<file path="src/rtl/otter_io_pkg.sv">
// Shared constants for the OTTER IOBUS responder: default window base,
// register word indexes, control/status bit positions and timer states.
package otter_io_pkg;

  // Default base of the 64-byte register window (bits [31:6] are decoded).
  localparam logic [31:0] IO_BASE_ADDR = 32'h1100_0000;

  // Register word indexes, i.e. IOBUS_ADDR[5:2] inside the window.
  localparam logic [3:0] REG_SW    = 4'h0;  // 0x00 switches, read-only
  localparam logic [3:0] REG_LEDS  = 4'h1;  // 0x04 LED register
  localparam logic [3:0] REG_TCTRL = 4'h2;  // 0x08 timer control
  localparam logic [3:0] REG_TCMP  = 4'h3;  // 0x0C timer compare
  localparam logic [3:0] REG_TCNT  = 4'h4;  // 0x10 timer count
  localparam logic [3:0] REG_ISTAT = 4'h5;  // 0x14 interrupt status, write-1-to-clear

  // TCTRL bit positions.
  localparam int TCTRL_EN   = 0;
  localparam int TCTRL_AUTO = 1;
  localparam int TCTRL_TIE  = 2;
  localparam int TCTRL_SIE  = 3;

  // ISTAT bit positions.
  localparam int ISTAT_TMR = 0;
  localparam int ISTAT_SW  = 1;

  // Timer run state; T_RUN is what software sees as TCTRL.EN.
  typedef enum logic {
    T_IDLE = 1'b0,
    T_RUN  = 1'b1
  } timer_state_e;

endpackage

</file>
<file path="src/rtl/otter_io_timer.sv">
// Prescaled compare timer: prescaler, TCNT and the idle/run FSM.
// A CPU write to TCTRL or TCNT always takes priority over a tick on the
// same edge and restarts the prescaler.
module otter_io_timer
  import otter_io_pkg::*;
#(
  parameter int unsigned PRESCALE = 16
) (
  input  logic        CLK,
  input  logic        RESET_N,
  input  logic        auto_reload,
  input  logic [31:0] tcmp,
  input  logic        ctrl_wr,
  input  logic        ctrl_en,
  input  logic        cnt_wr,
  input  logic [31:0] cnt_data,
  output logic        en,
  output logic [31:0] tcnt,
  output logic        match
);

  localparam int unsigned     PW      = (PRESCALE > 1) ? $clog2(PRESCALE) : 1;
  localparam logic [PW-1:0]   PS_LAST = PW'(PRESCALE - 1);

  timer_state_e  state_q, state_d;
  logic [PW-1:0] presc_q, presc_d;
  logic [31:0]   tcnt_q,  tcnt_d;
  logic          tick;

  assign tick = (state_q == T_RUN) && (presc_q == PS_LAST);
  assign en   = (state_q == T_RUN);
  assign tcnt = tcnt_q;

  // Next-state logic: CPU load first, otherwise advance prescaler and count.
  always_comb begin
    // NOTE: every signal written here gets a default first, so no path can infer a latch.
    state_d = state_q;
    presc_d = presc_q;
    tcnt_d  = tcnt_q;
    match   = 1'b0;
    if (ctrl_wr || cnt_wr) begin
      presc_d = '0;
      if (ctrl_wr) state_d = ctrl_en ? T_RUN : T_IDLE;
      if (cnt_wr)  tcnt_d  = cnt_data;
    end else begin
      case (state_q)
        T_RUN: begin
          presc_d = tick ? '0 : presc_q + 1'b1;
          if (tick) begin
            if (tcnt_q == tcmp) begin
              match  = 1'b1;
              tcnt_d = '0;
              if (!auto_reload) state_d = T_IDLE;
            end else begin
              tcnt_d = tcnt_q + 32'd1;
            end
          end
        end
        default: ;  // T_IDLE holds prescaler and count
      endcase
    end
  end

  // State, prescaler and count registers.
  always_ff @(posedge CLK or negedge RESET_N) begin
    // NOTE: flops use non-blocking assignment so every register samples pre-edge values.
    if (!RESET_N) begin
      state_q <= T_IDLE;
      presc_q <= '0;
      tcnt_q  <= '0;
    end else begin
      state_q <= state_d;
      presc_q <= presc_d;
      tcnt_q  <= tcnt_d;
    end
  end

endmodule

</file>
<file path="src/rtl/otter_iobus_responder.sv">
// OTTER IOBUS target: address decode, switch synchronizer, LED/timer/status
// registers, registered read mux and registered interrupt level.
module otter_iobus_responder
  import otter_io_pkg::*;
#(
  parameter logic [31:0] BASE_ADDR = IO_BASE_ADDR,
  parameter int unsigned PRESCALE  = 16,
  parameter int unsigned SW_W      = 16
) (
  input  logic            CLK,
  input  logic            RESET_N,
  input  logic [31:0]     IOBUS_ADDR,
  input  logic [31:0]     IOBUS_OUT,
  input  logic            IOBUS_WR,
  output logic [31:0]     IOBUS_IN,
  input  logic [SW_W-1:0] SWITCHES,
  output logic [SW_W-1:0] LEDS,
  output logic            INTR
);

  logic            in_window;
  logic [3:0]      reg_idx;
  logic            wr_leds, wr_tctrl, wr_tcmp, wr_tcnt, wr_istat;
  logic            unused_addr_lsbs;

  logic [SW_W-1:0] sw_meta, sw_sync, sw_prev;
  logic            sw_changed;

  logic [SW_W-1:0] leds_q;
  logic [31:0]     tcmp_q;
  logic            auto_q, tie_q, sie_q;
  logic [1:0]      istat_q, istat_d, istat_clr;

  logic            tmr_en, tmr_match;
  logic [31:0]     tmr_cnt;

  logic [31:0]     rd_data;
  logic            intr_d;

  // Word-aligned bus: the byte offset bits carry no meaning.
  assign unused_addr_lsbs = ^IOBUS_ADDR[1:0];

  assign in_window = (IOBUS_ADDR[31:6] == BASE_ADDR[31:6]);
  assign reg_idx   = IOBUS_ADDR[5:2];
  assign wr_leds   = IOBUS_WR && in_window && (reg_idx == REG_LEDS);
  assign wr_tctrl  = IOBUS_WR && in_window && (reg_idx == REG_TCTRL);
  assign wr_tcmp   = IOBUS_WR && in_window && (reg_idx == REG_TCMP);
  assign wr_tcnt   = IOBUS_WR && in_window && (reg_idx == REG_TCNT);
  assign wr_istat  = IOBUS_WR && in_window && (reg_idx == REG_ISTAT);

  // Two-flop switch synchronizer plus one cycle of history for change detect.
  always_ff @(posedge CLK or negedge RESET_N) begin
    // NOTE: synchronizer flops are reset as well, so reset release cannot fake a switch change.
    if (!RESET_N) begin
      sw_meta <= '0;
      sw_sync <= '0;
      sw_prev <= '0;
    end else begin
      sw_meta <= SWITCHES;
      sw_sync <= sw_meta;
      sw_prev <= sw_sync;
    end
  end

  assign sw_changed = (sw_sync != sw_prev);

  otter_io_timer #(
    .PRESCALE (PRESCALE)
  ) u_timer (
    .CLK         (CLK),
    .RESET_N     (RESET_N),
    .auto_reload (auto_q),
    .tcmp        (tcmp_q),
    .ctrl_wr     (wr_tctrl),
    .ctrl_en     (IOBUS_OUT[TCTRL_EN]),
    .cnt_wr      (wr_tcnt),
    .cnt_data    (IOBUS_OUT),
    .en          (tmr_en),
    .tcnt        (tmr_cnt),
    .match       (tmr_match)
  );

  // Status update: hardware set beats a same-edge write-1-to-clear.
  assign istat_clr = wr_istat ? IOBUS_OUT[1:0] : 2'b00;
  always_comb begin
    istat_d            = istat_q & ~istat_clr;
    istat_d[ISTAT_TMR] = istat_d[ISTAT_TMR] | tmr_match;
    istat_d[ISTAT_SW]  = istat_d[ISTAT_SW]  | sw_changed;
  end

  // CPU-writable registers and interrupt status.
  always_ff @(posedge CLK or negedge RESET_N) begin
    if (!RESET_N) begin
      leds_q  <= '0;
      tcmp_q  <= '0;
      auto_q  <= 1'b0;
      tie_q   <= 1'b0;
      sie_q   <= 1'b0;
      istat_q <= '0;
    end else begin
      if (wr_leds) leds_q <= IOBUS_OUT[SW_W-1:0];
      if (wr_tcmp) tcmp_q <= IOBUS_OUT;
      if (wr_tctrl) begin
        auto_q <= IOBUS_OUT[TCTRL_AUTO];
        tie_q  <= IOBUS_OUT[TCTRL_TIE];
        sie_q  <= IOBUS_OUT[TCTRL_SIE];
      end
      istat_q <= istat_d;
    end
  end

  assign LEDS = leds_q;

  // Read mux: out-of-window and unmapped offsets return zero.
  always_comb begin
    rd_data = '0;
    if (in_window) begin
      case (reg_idx)
        REG_SW:    rd_data[SW_W-1:0] = sw_sync;
        REG_LEDS:  rd_data[SW_W-1:0] = leds_q;
        REG_TCTRL: begin
          rd_data[TCTRL_EN]   = tmr_en;
          rd_data[TCTRL_AUTO] = auto_q;
          rd_data[TCTRL_TIE]  = tie_q;
          rd_data[TCTRL_SIE]  = sie_q;
        end
        REG_TCMP:  rd_data = tcmp_q;
        REG_TCNT:  rd_data = tmr_cnt;
        REG_ISTAT: rd_data[1:0] = istat_q;
        default:   rd_data = '0;
      endcase
    end
  end

  assign intr_d = (istat_q[ISTAT_TMR] & tie_q) | (istat_q[ISTAT_SW] & sie_q);

  // Registered read data and interrupt level.
  always_ff @(posedge CLK or negedge RESET_N) begin
    if (!RESET_N) begin
      IOBUS_IN <= '0;
      INTR     <= 1'b0;
    end else begin
      IOBUS_IN <= rd_data;
      INTR     <= intr_d;
    end
  end

endmodule

</file>
<file path="config.mk">
export PLATFORM = sky130hd
export DESIGN_NAME = otter_iobus_responder
export DESIGN_NICKNAME = d
export VERILOG_FILES = /design/src/rtl/otter_io_pkg.sv /design/src/rtl/otter_io_timer.sv /design/src/rtl/otter_iobus_responder.sv
export SDC_FILE = /design/constraint.sdc
export NUM_CORES = 1
export LEC_CHECK = 0
export CAP_MARGIN = 20
export CORE_ASPECT_RATIO = 1.75
export CORE_UTILIZATION = 53
export CTS_CLUSTER_SIZE = 12
export DETAILED_ROUTE_END_ITERATION = 8
export PLACE_DENSITY_LB_ADDON = 0.05
export SYNTH_ARGS = -nofsm -noshare
export SYNTH_HDL_FRONTEND = slang
export SYNTH_HIERARCHICAL = 1
export SYNTH_SLANG_ARGS = --single-unit
</file>
<file path="constraint.sdc">
create_clock -name CLK -period 2.4 [get_ports CLK]
set_clock_uncertainty 0.15 [all_clocks]
set_input_delay 0.48 -clock CLK [delete_from_list [all_inputs] [get_ports CLK]]
set_output_delay 0.48 -clock CLK [all_outputs]
set_load 0.03 [all_outputs]
</file>
==> flow_summary.ini, run 1 <==
[setup_path]
arrival_ps = 2660
r2r_cells = 6
cp.required_ps = 2610
timing.rr.start = u_timer/tcnt[12]
ff2ff_setup_slack_ps = 10
crit_path_end_kind = register
worstSetupPathType = in -> reg
cp_max_fo = 6
r2r_end = u_timer/tcnt[15]
critPathLaunchType = primary input

[routing]
wl_um = 24220
num_vias = 6777
drt_iter0_drc = 477
drtPass1Iterations = 6
via_per_inst = 6.183
drtAntennaViolNets = 0
drc = 0
wl_per_cell_um = 22.10

[yosys]
ys.flop_type = dfrtp_1
ys_ff_latch = 171
postSynthAreaPerCell_um2 = 11.73
netlist_area_um2 = 7880
yosysSeqAreaShare = 0.5430
async_flop_share = 1.000
ys_types = 61
synthCells = 672
yosysWarningCount = 6
synth_nets = 757
synth_edf_count = 0

[timing]
tightest_slew_ps = 645.0
timing.final.ws_setup_ps = -48.62
fin_crit_sh = 1.020
hold_violations = 0
setup_viol = 1
fin_hold_ws_ps = 196.2
maxSlewHeadroom = 0.5664
fin_crit_ps = 2449
fmax_mhz = 408.4
maxSlewViolCount = 0

[clock_network]
cts_tree = yes
cts_buffers = 17
h-tree-depth = 4
cts_root_buffer = clkbuf_16
path_clk_slew_ps = 90
clk_latency_ps = 440
cts.sinks = 171
cts.path.max_buffers = 2

[die]
die_w_um = 94.18
initial_core_util = 0.5457
core-area_um2 = 14440
num_rows = 58
io_pins = 132
die_h_um = 163.3
die_area_um2 = 15380

[layout]
layout-drive-gt1-share = 0.3046
fin_area_um2 = 11100
area_growth_syn_to_layout_pct = 40.87
n_antenna_cell = 0
final_util = 0.7687
nets = 988

[run_status]
failed_checks = setup timing
status = complete, but fails checks

[pwr]
p_leak_nw = 4.712
power.total_mw = 6.161
p_per_area_nw_per_um2 = 555.0
ir_drop_mv = 0.4419

[flow_run]
cap_viol_max_count = 0

[place]
port_buffers = 129
place_congestion = 0.9283
place_area_um2 = 10100
place_ws_ps = -796.1
hpwl_um = 17060

[global_route]
overflow = 0
antenna_found_initial = 0
grtUsageTotal = 0.3255
grt_pass1_vias = 7145
grt_max_degree = 56
grt_pass1_wl_um = 37120

[worst_hold_path]
worstHoldStart = sw_meta[7]
hold_depth = 0
worstHoldEndpoint = sw_sync[7]
min_path_type = reg -> reg
==> worst max-delay path, stage by stage <==
cell and delay (ps):
clkdlybuf4s15_1 230, nor4_4 340, and3_4 260, nand2_4 70, buf_6 120, nor2_4 200, nor2_4 120, buf_12 150
or3_4 380, a21oi_2 150, a221o_1 140
==> cell type report <==
type / count / area (µm²)
multi-input combinational: 447 / 3586
inverter: 6 / 22.52
sequential: 171 / 4288
tap: 180 / 225.2
timing repair buffer: 260 / 2356
clock inverter: 15 / 197.7
clock buffer: 17 / 425.4
fill: 997 / 3341
==> cells by family (layout without fill, tap and decap cells) <==
| group | count (synthesis) | after routing | synth area share |
|---|---|---|---|
| AND/OR/NAND/NOR | 207 | 208 | 0.1499 |
| flip-flops | 171 | 171 | 0.5430 |
| AO/OA/AOI/OAI | 133 | 134 | 0.1215 |
| buffers and inverters | 56 | 298 | 0.03699 |
| multiplexers | 54 | 54 | 0.09098 |
| XOR/XNOR | 49 | 49 | 0.05446 |
| adder cells (fa/ha/maj) | 2 | 2 | 0.003175 |
==> Yosys cell counts (3+ instances only) <==
cell | number | area, µm²
mux2i_1 | 3 | 30.03
nor4_2 | 4 | 50.05
buf_2 | 17 | 85.08
dfrtp_1 | 171 | 4279
nor2_1 | 32 | 120.1
a22oi_1 | 41 | 307.8
clkbuf_2 | 6 | 30.03
nor3_1 | 6 | 30.03
clkbuf_1 | 18 | 67.56
nand4_1 | 27 | 168.9
nand3_1 | 27 | 135.1
or3_1 | 9 | 56.30
nand2b_1 | 3 | 18.77
a221o_1 | 10 | 100.1
and3_1 | 3 | 18.77
a21oi_1 | 30 | 150.1
or4_1 | 13 | 97.59
o211ai_1 | 5 | 37.54
o31ai_1 | 3 | 22.52
a222oi_1 | 12 | 120.1
mux2_4 | 30 | 450.4
mux2_2 | 20 | 225.2
nor4_1 | 6 | 37.54
buf_6 | 6 | 67.56
inv_1 | 6 | 22.52
o21ai_0 | 14 | 70.07
xnor2_1 | 48 | 420.4
a31oi_1 | 3 | 18.77
and4_1 | 5 | 43.79
nand2_1 | 52 | 195.2
or2_2 | 4 | 25.02
==> repair_timing <==
| action | in CTS | in global routing |
|---|---|---|
| endpoints found under the hold margin | 49 | 0 |
| gates resized for setup | 53 | 31 |
| setup endpoints to repair | 32 | 27 |
| gates cloned | 3 | 0 |
| pin swaps | 20 | 18 |
| setup buffers | 23 | 5 |
| hold buffers | 1 | 0 |
==> registers in the layout (all words and copies together), names as in the netlist <==
signal and cells:
u_timer/en 1, sw_meta 16, u_timer/tcnt 32, u_timer/presc_q 4, sw_sync 16, LEDS 16, auto_q 1, tie_q 1
INTR 1, istat_q 2, tcmp_q 32, sw_prev 16, sie_q 1, IOBUS_IN 32
==> worst max-delay path by stage <==
stage / start / to / depth (start not counted)
after global routing: IOBUS_ADDR[25] / u_timer/tcnt[6] / 11
after CTS: IOBUS_ADDR[17] / u_timer/tcnt[6] / 11
final: IOBUS_ADDR[25] / u_timer/tcnt[6] / 11
after floorplan: IOBUS_ADDR[28] / u_timer/tcnt[25] / 12
after global placement: IOBUS_ADDR[8] / u_timer/tcnt[27] / 11
after detailed placement: IOBUS_ADDR[7] / u_timer/tcnt[27] / 11
==> placed cells by master, fill, tap and decap left out, types with 4 or more instances in the layout <==
cell type / instances
nor2_1: 27
a21oi_2: 8
clkbuf_2: 4
clkbuf_16: 17
or3_1: 6
dfrtp_1: 164
nor4_2: 4
nor4_4: 6
buf_6: 6
dlygate4sd2_1: 15
clkdlybuf4s15_1: 9
inv_1: 6
dfrtp_2: 7
a222oi_1: 12
nor2_4: 4
nand4_1: 27
clkdlybuf4s50_1: 99
or4_1: 11
o21ai_0: 14
nand2_1: 50
a22oi_1: 41
and4_1: 4
buf_12: 6
mux2_4: 30
clkinv_8: 5
o211ai_1: 5
inv_8: 4
a21oi_1: 22
a221o_1: 10
nor3_1: 5
buf_4: 118
nand3_1: 26
xnor2_1: 46
mux2_2: 20
==> layer usage <==
| layer | part of all wire | wire, µm | global-route usage | vias up |
|---|---|---|---|---|
| li1 | - | - | - | 2970 |
| met1 | 0.35 | 8592 | 0.3468 | 3410 |
| met2 | 0.54 | 13120 | 0.5847 | 298 |
| met3 | 0.046 | 1105 | 0.05447 | 99 |
| met4 | 0.058 | 1397 | 0.2000 | 0 |
| met5 | 0 | 0 | 0 | - |
==> per-stage QoR <==
step | instances | setup TNS [ps]
2_1_floorplan | 672 | -3150
3_3_place_gp | 1032 | -32550
3_5_place_dp | 1032 | -39240
4_1_cts | 1091 | 0
5_1_grt | 1096 | -99.47
6_report | 1096 | -48.62
==> power breakdown <==
| group | switching [mW] | leakage (nW) | total (mW) | internal [mW] |
|---|---|---|---|---|
| Combinational | 0.167 | 2.30 | 0.346 | 0.179 |
| Sequential | 0.0278 | 2.11 | 2.95 | 2.92 |
| Clock | 1.36 | 0.296 | 2.87 | 1.51 |
(Power assumes the default switching activity.)
==> run 2, diff against run 1 <==
- SLEW_MARGIN: unset -> 20
==> results of run 2 <==
Same layout as run 1: the final DEF is identical, and so are final timing and power.
==> run 3, diff against run 2 <==
- RECOVER_POWER: unset -> 25
==> run 3 against run 2 <==
Net effect: the run still ends with setup timing left; flip-flop and latch count unchanged; total power barely moved; first-iteration DRC count unchanged; sequential power is essentially flat; critical endpoint unchanged; sequential share of layout area is the same; critical path type unchanged; largest cell class unchanged; clock-buffer cell count is the same; combinational power is 1% lower; hold slack is essentially flat.
==> flow_summary.ini, run 3 (synthesized netlist as in run 1, its figures left out) <==
[setup_path]
critical-path-max-stage-delay_ps = 380
cp_max_fo = 6
crit_top_cell = nor2_4
timing.rr.start = u_timer/tcnt[12]
crit_start = IOBUS_ADDR[25]
cp.required_ps = 2610
r2r_cells = 6
cp_top_family = simple AND/OR/NAND/NOR gates
cp_cell_sequence = clkdlybuf4s15_1 -> nor4_4 -> and3_4 -> nand2_4 -> buf_6 -> nor2_4 -> nor2_4 -> buf_12 -> or3_4 -> a21oi_2 -> a221o_1
critPathLaunchType = primary input
arrival_ps = 2660
ff2ff_setup_slack_ps = 10
path_depth = 11
crit_path_end_kind = register
worstSetupPathType = in -> reg
cp_slowest_cell = or3_4
path_buf_inv = 3
r2r_end = u_timer/tcnt[15]

[place]
place_congestion = 0.9283
hpwl_um = 17060
port_buffers = 129

[worst_hold_path]
worstHoldEndpoint = sw_sync[7]
min_path_type = reg -> reg
hold_depth = 0
worstHoldStart = sw_meta[7]

[layout]
fill_cells = 997
n_antenna_cell = 0
seq_area_um2 = 4288
multiInputGateArea_um2 = 3586
layout_commonest_cell = dfrtp_1
area_growth_syn_to_layout_pct = 40.87
layout_common_cells = dfrtp_1 (164), buf_4 (118), clkdlybuf4s50_1 (83)
layout-drive-gt1-share = 0.3046
nets = 988

[routing]
via_per_inst = 6.191
wl_um = 24230
wl_per_cell_um = 22.11
drtPass1Iterations = 8
num_vias = 6785
drtAntennaViolNets = 0
drc = 0
drt_iter0_drc = 477

[timing]
maxSlewHeadroom = 0.5765
setup_viol = 1
timing.final.ws_setup_ps = -49.12
tightest_slew_ps = 629.9
maxSlewViolCount = 0
fmax_mhz = 408.3
hold_violations = 0
fin_hold_ws_ps = 196.2
fin_crit_ps = 2449
setup_tns_ps = -49.12
fin_crit_sh = 1.020

[global_route]
grt_max_degree = 56
grtUsageTotal = 0.3255
antenna_found_initial = 0
grt_pass1_vias = 7145
overflow = 0
grt_pass1_wl_um = 37120

[run_status]
failed_checks = setup timing
status = complete, but fails checks

[pwr]
p_per_area_nw_per_um2 = 554.6
p_leak_nw = 4.716
ir_drop_mv = 0.4404

[die]
die_h_um = 163.3
core-area_um2 = 14440
initial_core_util = 0.5457
io_pins = 132
die_w_um = 94.18
num_rows = 58
die_area_um2 = 15380

[clock_network]
cts_buffers = 17
h-tree-depth = 4
path_clk_slew_ps = 90
cts.sinks = 171
cts.path.max_buffers = 2
cts_root_buffer = clkbuf_16
clk_latency_ps = 440
cts_tree = yes

[flow_run]
cap_viol_max_count = 0
## run 3: report_power, final
part           switching [mW]  internal [mW]  total (mW)  leakage, nW
sequential             0.0277           2.92        2.95         2.11
combinational           0.167          0.174       0.341         2.31
clock                    1.36           1.51        2.87        0.296
total                    1.55           4.60        6.16         4.72
## run 3: how the worst max path moves through the flow
stage and endpoint:
2_1_floorplan u_timer/tcnt[25], 3_3_place_gp u_timer/tcnt[27], 3_5_place_dp u_timer/tcnt[27], 4_1_cts u_timer/tcnt[6], 5_1_grt u_timer/tcnt[6], 6_report u_timer/tcnt[6]
## run 3: area by class of cell
class / instances / share of cell area
Sequential cell: 171 / 0.3863
Multi-Input combinational cell: 447 / 0.3230
Timing Repair Buffer: 260 / 0.2122
Clock buffer: 17 / 0.03832
Tap cell: 180 / 0.02029
Clock inverter: 15 / 0.01781
Inverter: 6 / 0.002029
## run 3: stage by stage
stage          total power, mW    util  area (µm²)  cells  worst slack, ps
2_1_floorplan            3.060       -        8061    672           -181.9
3_3_place_gp             3.330  0.6994       10100   1032           -678.2
3_5_place_dp             3.340  0.6994       10100   1032           -796.1
4_1_cts                  6.193  0.7625       11010   1091            9.298
5_1_grt                  6.335  0.7687       11100   1096           -43.97
6_report                 6.156  0.7687       11100   1096           -49.12
## run 3: metal layers
| layer | routed length, µm | up-vias | share of wire | GRT usage |
|---|---|---|---|---|
| li1 | - | 2971 | - | - |
| met1 | 8618 | 3420 | 0.36 | 0.3468 |
| met2 | 13130 | 295 | 0.54 | 0.5847 |
| met3 | 1088 | 99 | 0.045 | 0.05447 |
| met4 | 1397 | 0 | 0.058 | 0.2000 |
| met5 | 0 | - | 0 | 0 |
## run 3: what timing repair did
action | 4_1_cts | 5_1_grt
pin swaps | 20 | 18
hold buffers | 1 | 0
setup endpoints to repair | 32 | 27
setup buffers | 23 | 5
hold endpoints to repair | 49 | 0
gates resized for setup | 53 | 31
cloned | 3 | 0
